`config.mk`:
```
export PLATFORM = sky130hd
export DESIGN_NAME = mem_arbiter
export DESIGN_NICKNAME = d
export VERILOG_FILES = /design/src/rtl/mem_arbiter_pkg.sv /design/src/rtl/mem_arbiter_arb_prio.sv /design/src/rtl/mem_arbiter.sv
export SDC_FILE = /design/constraint.sdc
export NUM_CORES = 1
export LEC_CHECK = 0
export CAP_MARGIN = 10
export CORE_MARGIN = 5
export CORE_UTILIZATION = 39
export CTS_BUF_LIST = sky130_fd_sc_hd__clkbuf_2
export CTS_CLUSTER_SIZE = 28
export DETAILED_ROUTE_END_ITERATION = 10
export PLACE_DENSITY_LB_ADDON = 0.1
export SKIP_LAST_GASP = 1
export SYNTH_ARGS = -nofsm -noshare
export SYNTH_HDL_FRONTEND = slang
export SYNTH_SLANG_ARGS = --single-unit
```
`constraint.sdc`:
```
create_clock -name clk -period 4 [get_ports clk]
set_input_delay 0.8 -clock clk [delete_from_list [all_inputs] [get_ports clk]]
set_output_delay 0.8 -clock clk [all_outputs]
set_load 0.02 [all_outputs]
```
`src/rtl/mem_arbiter_pkg.sv`:
```
// Shared owner/state encodings for the memory-port arbiter.
package mem_arbiter_pkg;

    typedef enum logic [1:0] {
        OWN_NONE = 2'd0,
        OWN_CPU  = 2'd1,
        OWN_OAM  = 2'd2,
        OWN_DMC  = 2'd3
    } owner_t;

    typedef enum logic {
        ARB_IDLE = 1'b0,
        ARB_BUSY = 1'b1
    } arb_state_t;

    // Both DMA sources hold the CPU off the bus while they own it.
    function automatic logic owner_halts_cpu(input owner_t owner);
        return (owner == OWN_OAM) || (owner == OWN_DMC);
    endfunction

endpackage

```
`src/rtl/mem_arbiter_arb_prio.sv`:
```
// Fixed-priority encoder: DMC over OAM over CPU.
module arb_prio
    import mem_arbiter_pkg::*;
(
    input  logic   cpu_req,
    input  logic   oam_req,
    input  logic   dmc_req,
    output owner_t owner
);

    always_comb begin
        if (dmc_req)      owner = OWN_DMC;
        else if (oam_req) owner = OWN_OAM;
        else if (cpu_req) owner = OWN_CPU;
        else              owner = OWN_NONE;
    end

endmodule

```
`src/rtl/mem_arbiter.sv`:
```
// Shares one memory port among CPU, OAM DMA and DMC fetch, one transaction per CPU tick.
// Optional bus timeout abort enabled by defining ARB_TIMEOUT_EN.
module mem_arbiter
    import mem_arbiter_pkg::*;
#(
    parameter int AW      = 16,
    parameter int DW      = 8,
    parameter int TIMEOUT = 255
) (
    input  logic          clk,
    input  logic          reset,
    input  logic          tick,
    input  logic          cpu_req,
    input  logic [AW-1:0] cpu_addr,
    input  logic [DW-1:0] cpu_wdata,
    input  logic          cpu_wr,
    output logic          cpu_ack,
    input  logic          oam_req,
    input  logic [AW-1:0] oam_addr,
    input  logic [DW-1:0] oam_wdata,
    input  logic          oam_wr,
    output logic          oam_ack,
    input  logic          dmc_req,
    input  logic [AW-1:0] dmc_addr,
    output logic          dmc_ack,
    output logic [DW-1:0] rdata,
    output logic          cpu_halt,
    output logic          mem_req,
    output logic [AW-1:0] mem_addr,
    output logic [DW-1:0] mem_wdata,
    output logic          mem_wr,
    input  logic          mem_ack,
    input  logic [DW-1:0] mem_rdata,
    output logic          err
);

    arb_state_t    state_q, state_d;
    owner_t        owner_q, owner_d, pick;
    logic          mem_req_d, mem_wr_d, finish;
    logic [AW-1:0] mem_addr_d;
    logic [DW-1:0] mem_wdata_d, rdata_d;
    logic          cpu_ack_d, oam_ack_d, dmc_ack_d, halt_d, err_d;

`ifdef ARB_TIMEOUT_EN
    logic [7:0] cnt_q, cnt_d;
`else
    logic unused_timeout;
    assign unused_timeout = ^32'(TIMEOUT);
`endif

    // A requester's level is stale during its own ack cycle, so it is kept out of arbitration.
    arb_prio u_prio (
        .cpu_req (cpu_req & ~cpu_ack),
        .oam_req (oam_req & ~oam_ack),
        .dmc_req (dmc_req & ~dmc_ack),
        .owner   (pick)
    );

    // NOTE: every signal written here gets a default first, so no latch is inferred.
    always_comb begin
        state_d     = state_q;
        owner_d     = owner_q;
        mem_req_d   = mem_req;
        mem_addr_d  = mem_addr;
        mem_wdata_d = mem_wdata;
        mem_wr_d    = mem_wr;
        rdata_d     = rdata;
        cpu_ack_d   = 1'b0;
        oam_ack_d   = 1'b0;
        dmc_ack_d   = 1'b0;
        err_d       = 1'b0;
        finish      = 1'b0;
`ifdef ARB_TIMEOUT_EN
        cnt_d       = cnt_q;
`endif

        unique case (state_q)
            ARB_IDLE: begin
                if (tick && (pick != OWN_NONE)) begin
                    state_d   = ARB_BUSY;
                    owner_d   = pick;
                    mem_req_d = 1'b1;
`ifdef ARB_TIMEOUT_EN
                    cnt_d     = 8'd0;
`endif
                    unique case (pick)
                        OWN_DMC: begin
                            mem_addr_d  = dmc_addr;
                            mem_wdata_d = '0;
                            mem_wr_d    = 1'b0;
                        end
                        OWN_OAM: begin
                            mem_addr_d  = oam_addr;
                            mem_wdata_d = oam_wdata;
                            mem_wr_d    = oam_wr;
                        end
                        default: begin
                            mem_addr_d  = cpu_addr;
                            mem_wdata_d = cpu_wdata;
                            mem_wr_d    = cpu_wr;
                        end
                    endcase
                end
            end
            ARB_BUSY: begin
                if (mem_ack) begin
                    finish = 1'b1;
                    if (!mem_wr) rdata_d = mem_rdata;
                end
`ifdef ARB_TIMEOUT_EN
                else if (cnt_q == 8'(TIMEOUT - 1)) begin
                    finish = 1'b1;
                    err_d  = 1'b1;
                    if (!mem_wr) rdata_d = '1;
                end else begin
                    cnt_d = cnt_q + 8'd1;
                end
`endif
                if (finish) begin
                    state_d   = ARB_IDLE;
                    owner_d   = OWN_NONE;
                    mem_req_d = 1'b0;
                    mem_wr_d  = 1'b0;
                    cpu_ack_d = (owner_q == OWN_CPU);
                    oam_ack_d = (owner_q == OWN_OAM);
                    dmc_ack_d = (owner_q == OWN_DMC);
                end
            end
            default: state_d = ARB_IDLE;
        endcase

        halt_d = oam_req | dmc_req | owner_halts_cpu(owner_q);
    end

    // NOTE: state registers use non-blocking assignments; the comb block above uses blocking.
    // NOTE: rdata and the mem_* holding registers are reset too, so every output reads 0 out of reset.
    always_ff @(posedge clk) begin
        if (!reset) begin
            state_q   <= ARB_IDLE;
            owner_q   <= OWN_NONE;
            mem_req   <= 1'b0;
            mem_addr  <= '0;
            mem_wdata <= '0;
            mem_wr    <= 1'b0;
            rdata     <= '0;
            cpu_ack   <= 1'b0;
            oam_ack   <= 1'b0;
            dmc_ack   <= 1'b0;
            cpu_halt  <= 1'b0;
        end else begin
            state_q   <= state_d;
            owner_q   <= owner_d;
            mem_req   <= mem_req_d;
            mem_addr  <= mem_addr_d;
            mem_wdata <= mem_wdata_d;
            mem_wr    <= mem_wr_d;
            rdata     <= rdata_d;
            cpu_ack   <= cpu_ack_d;
            oam_ack   <= oam_ack_d;
            dmc_ack   <= dmc_ack_d;
            cpu_halt  <= halt_d;
        end
    end

`ifdef ARB_TIMEOUT_EN
    always_ff @(posedge clk) begin
        if (!reset) begin
            cnt_q <= 8'd0;
            err   <= 1'b0;
        end else begin
            cnt_q <= cnt_d;
            err   <= err_d;
        end
    end
`else
    logic unused_err;
    assign unused_err = err_d;
    assign err        = 1'b0;
`endif

endmodule
```
==> impl_metrics.env <==
export IMPL_synth_seq_cells=41
export IMPL_power_density_nw_per_um2=287
export IMPL_criticalPathCategory="in2reg"
export IMPL_yosys_area_share_adder=0
export IMPL_synth_top_cells_by_area="sky130_fd_sc_hd__dfxtp_1, sky130_fd_sc_hd__o221ai_1, sky130_fd_sc_hd__o2bb2ai_1"
export IMPL_grt_pass1_vias=1805
export IMPL_synthesis_nets=273
export IMPL_residual_antenna_violating_net_count_after_detailed_routing=0
export IMPL_finish_cell_count_without_fillers=356
export IMPL_route_detailed_vias_per_inst=5.30
export IMPL_synth_compound_area_frac=0.300
export IMPL_synth_cell_type_count=29
export IMPL_antennaDiodeCount=0
export IMPL_fillCellCount=383
export IMPL_clock_root_buffer="sky130_fd_sc_hd__clkbuf_2"
export IMPL_ir_worst_vdd_mv=0.206
export IMPL_initial_utilization=0.405
export IMPL_timing_final_crit_share=0.638
export IMPL_total_number_of_clock_tree_sinks=41
export IMPL_routed_wirelength_mm=5.52
export IMPL_finalCoreUtilization=0.683
export IMPL_syn_avg_cell_area_sq_um=9.32
export IMPL_p_leak_nw=1.08
export IMPL_post_drt_wl_per_cell_microns=15.5
export IMPL_die_y_microns=77.7
export IMPL_gp_congestion=0.739
export IMPL_tightestPinTransition_ps=934
export IMPL_arrival_ps=2870
export IMPL_die_w_microns=77.7
export IMPL_tritoncts="built"
export IMPL_critical_path_required_ps=4320
export IMPL_post_placement_worst_setup_slack_ps=1040
export IMPL_place_port_buffers=118
export IMPL_post_cts_repair_setup_buffers=0
export IMPL_placementRows=24
export IMPL_maximum_fanout_along_the_worst_path=25
export IMPL_mappedNetlistArea_sq_um=1790
export IMPL_critical_path_endpoint_type="flop"
export IMPL_clk_latency_ps=390
export IMPL_tns_ps=0
export IMPL_post_route_cells_drive_above_1_share=0.0493
export IMPL_layout_setup_ws_ps=1450
export IMPL_dp_cells=348
export IMPL_clock_fmax_ghz=0.392
export IMPL_vias=1887
export IMPL_cts_hold_buf=0
export IMPL_yosys_area_top_type="sky130_fd_sc_hd__dfxtp_1"
export IMPL_finalHoldViolCount=0
export IMPL_largest_net_degree_at_the_start_of_global_routing=29
export IMPL_max_slew_margin_rel=0.375
export IMPL_areaGrowthSynthToFinish_pct=68.4
export IMPL_cts_resized_gates=0
export IMPL_clock_buffers_created_by_tritoncts=5
export IMPL_final_setup_fails=0
export IMPL_yosys_area_share_simple=0.131
export IMPL_synth_area_mux_share=0.0503
export IMPL_cts_path_max_buffers=2
export IMPL_gr_usage_all_layers=0.173
export IMPL_synth_warnings=0
export IMPL_iteration_0_drc_markers=86
export IMPL_drcViolationCount=0
export IMPL_drt_pre_antenna_iters=4
export IMPL_class_of_the_tightest_hold_or_removal_check="reg2reg"
export IMPL_nNetsFinal=384
export IMPL_rsz_0062_raised_after_global_routing="false"
export IMPL_die_area_sq_um=6040
export IMPL_layout_cells_most_common="sky130_fd_sc_hd__clkdlybuf4s50_1"
export IMPL_grt_pass1_wl_mm=8.72
export IMPL_timing_max_transition_violations_final=0
export IMPL_core_sq_um=4410
export IMPL_layout_cells_most_common_list="sky130_fd_sc_hd__clkdlybuf4s50_1, sky130_fd_sc_hd__dfxtp_1, sky130_fd_sc_hd__nand2_1"
export IMPL_pin_count=120
export IMPL_synth_yosys_seq_area_share=0.459
export IMPL_outcome="finished, final reports clean"
export IMPL_synth_top_cell_area_share=0.459
export IMPL_synth_xor_area_share=0
export IMPL_grt_overflow=0
export IMPL_post_route_min_period_ps=2550
export IMPL_synth_cells=192
export IMPL_max_cap_viol_count=0
export IMPL_grt_antenna_before_repair=0
export IMPL_clock_tree_htree_level_count=2
export IMPL_final_setup_skew_ps=13.9
export IMPL_clk_pin_slew_ps=190
export IMPL_dp_hpwl_mm=4.06
export IMPL_dominant_combinational_cell_family_by_area_after_synthesis="compound AO/OA/AOI/OAI gates"
export IMPL_critical_path_startpoint_type="input port"
==> sequential cells by signal (all words and copies together), names as in the netlist <==
| register | count |
|---|---|
| cpu_ack | 1 |
| cpu_halt | 1 |
| dmc_ack | 1 |
| mem_addr | 16 |
| mem_req | 1 |
| mem_wdata | 8 |
| mem_wr | 1 |
| oam_ack | 1 |
| owner_q | 2 |
| rdata | 8 |
| state_q | 1 |
==> synth_stat cells <==
cell                        count
sky130_fd_sc_hd__a21boi_0       9
sky130_fd_sc_hd__buf_4          1
sky130_fd_sc_hd__nand4_1        3
sky130_fd_sc_hd__nand2b_1       5
sky130_fd_sc_hd__o21a_1         1
sky130_fd_sc_hd__buf_6          2
sky130_fd_sc_hd__inv_1          3
sky130_fd_sc_hd__a21oi_1       18
sky130_fd_sc_hd__nand2_1       22
sky130_fd_sc_hd__nor3_1         1
sky130_fd_sc_hd__o31ai_1        9
sky130_fd_sc_hd__and2_4         1
sky130_fd_sc_hd__and3_1         1
sky130_fd_sc_hd__a311o_1        1
sky130_fd_sc_hd__nand3_1        9
sky130_fd_sc_hd__mux2i_1        9
sky130_fd_sc_hd__nor3b_2        1
sky130_fd_sc_hd__buf_1          1
sky130_fd_sc_hd__o21ai_0        1
sky130_fd_sc_hd__clkbuf_1       9
sky130_fd_sc_hd__nor2b_1        1
sky130_fd_sc_hd__dfxtp_1       41
sky130_fd_sc_hd__nor2_1         3
sky130_fd_sc_hd__o221ai_1      16
sky130_fd_sc_hd__or2_2          1
sky130_fd_sc_hd__conb_1         1
sky130_fd_sc_hd__buf_2          5
sky130_fd_sc_hd__o31a_1         1
sky130_fd_sc_hd__o2bb2ai_1     16
==> layout make-up <==
class,instances,area (sq um),area share
tap,52,65.1,0.0216
multi-input combinational,130,865,0.287
sequential,41,821,0.272
inverter,3,11.3,0.00374
clock buffer,8,40.0,0.0133
timing repair buffer,122,1210,0.402
==> where the power goes <==
group | internal [mW] | total [mW] | leakage (nW) | switching, mW
combinational | 0.134 | 0.234 | 0.715 | 0.0997
sequential | 0.434 | 0.448 | 0.336 | 0.0139
clock | 0.0517 | 0.182 | 0.0332 | 0.130
total | 0.620 | 0.864 | 1.08 | 0.244
==> worst paths after layout <==
| check | depth (start not counted) | slack, ps | to | startpoint |
|---|---|---|---|---|
| setup reg to reg | 5 | 1920 | mem_addr[15] | dmc_ack |
| setup / recovery | 6 | 1450 | mem_addr[15] | dmc_req |
| hold reg to reg | 2 | 460 | mem_req | mem_req |
| hold / removal | 2 | 460 | mem_req | mem_req |
==> worst max-delay path, cell delays in order <==
cell and delay [ps]:
sky130_fd_sc_hd__clkdlybuf4s50_1 440, sky130_fd_sc_hd__nand2b_1 80, sky130_fd_sc_hd__buf_4 250, sky130_fd_sc_hd__a311o_1 760, sky130_fd_sc_hd__and2_4 390, sky130_fd_sc_hd__o2bb2ai_1 140
==> per-stage QoR <==
step           hold WS, ps  power, mW  instance area (sq um)
2_1_floorplan          412      0.555                   1790
3_3_place_gp           433      0.691                   2970
3_5_place_dp           443      0.692                   2970
4_1_cts                469      0.872                   3010
5_1_grt                485      0.907                   3010
6_report               462      0.864                   3010
==> metal layers <==
metal	vias to the layer above	global-route usage	wire length, microns
met4	0	0.0584	50
met1	863	0.221	2220
li1	938	-	-
met2	82	0.274	2700
met3	4	0.0590	545
met5	-	0	0
==> cell families after synthesis <==
logic type	Yosys count
flops	41
other cells	1
compound gates	72
buf+inv	21
mux	9
simple gates	48
Note: power is estimated with default switching activity, not from simulation.
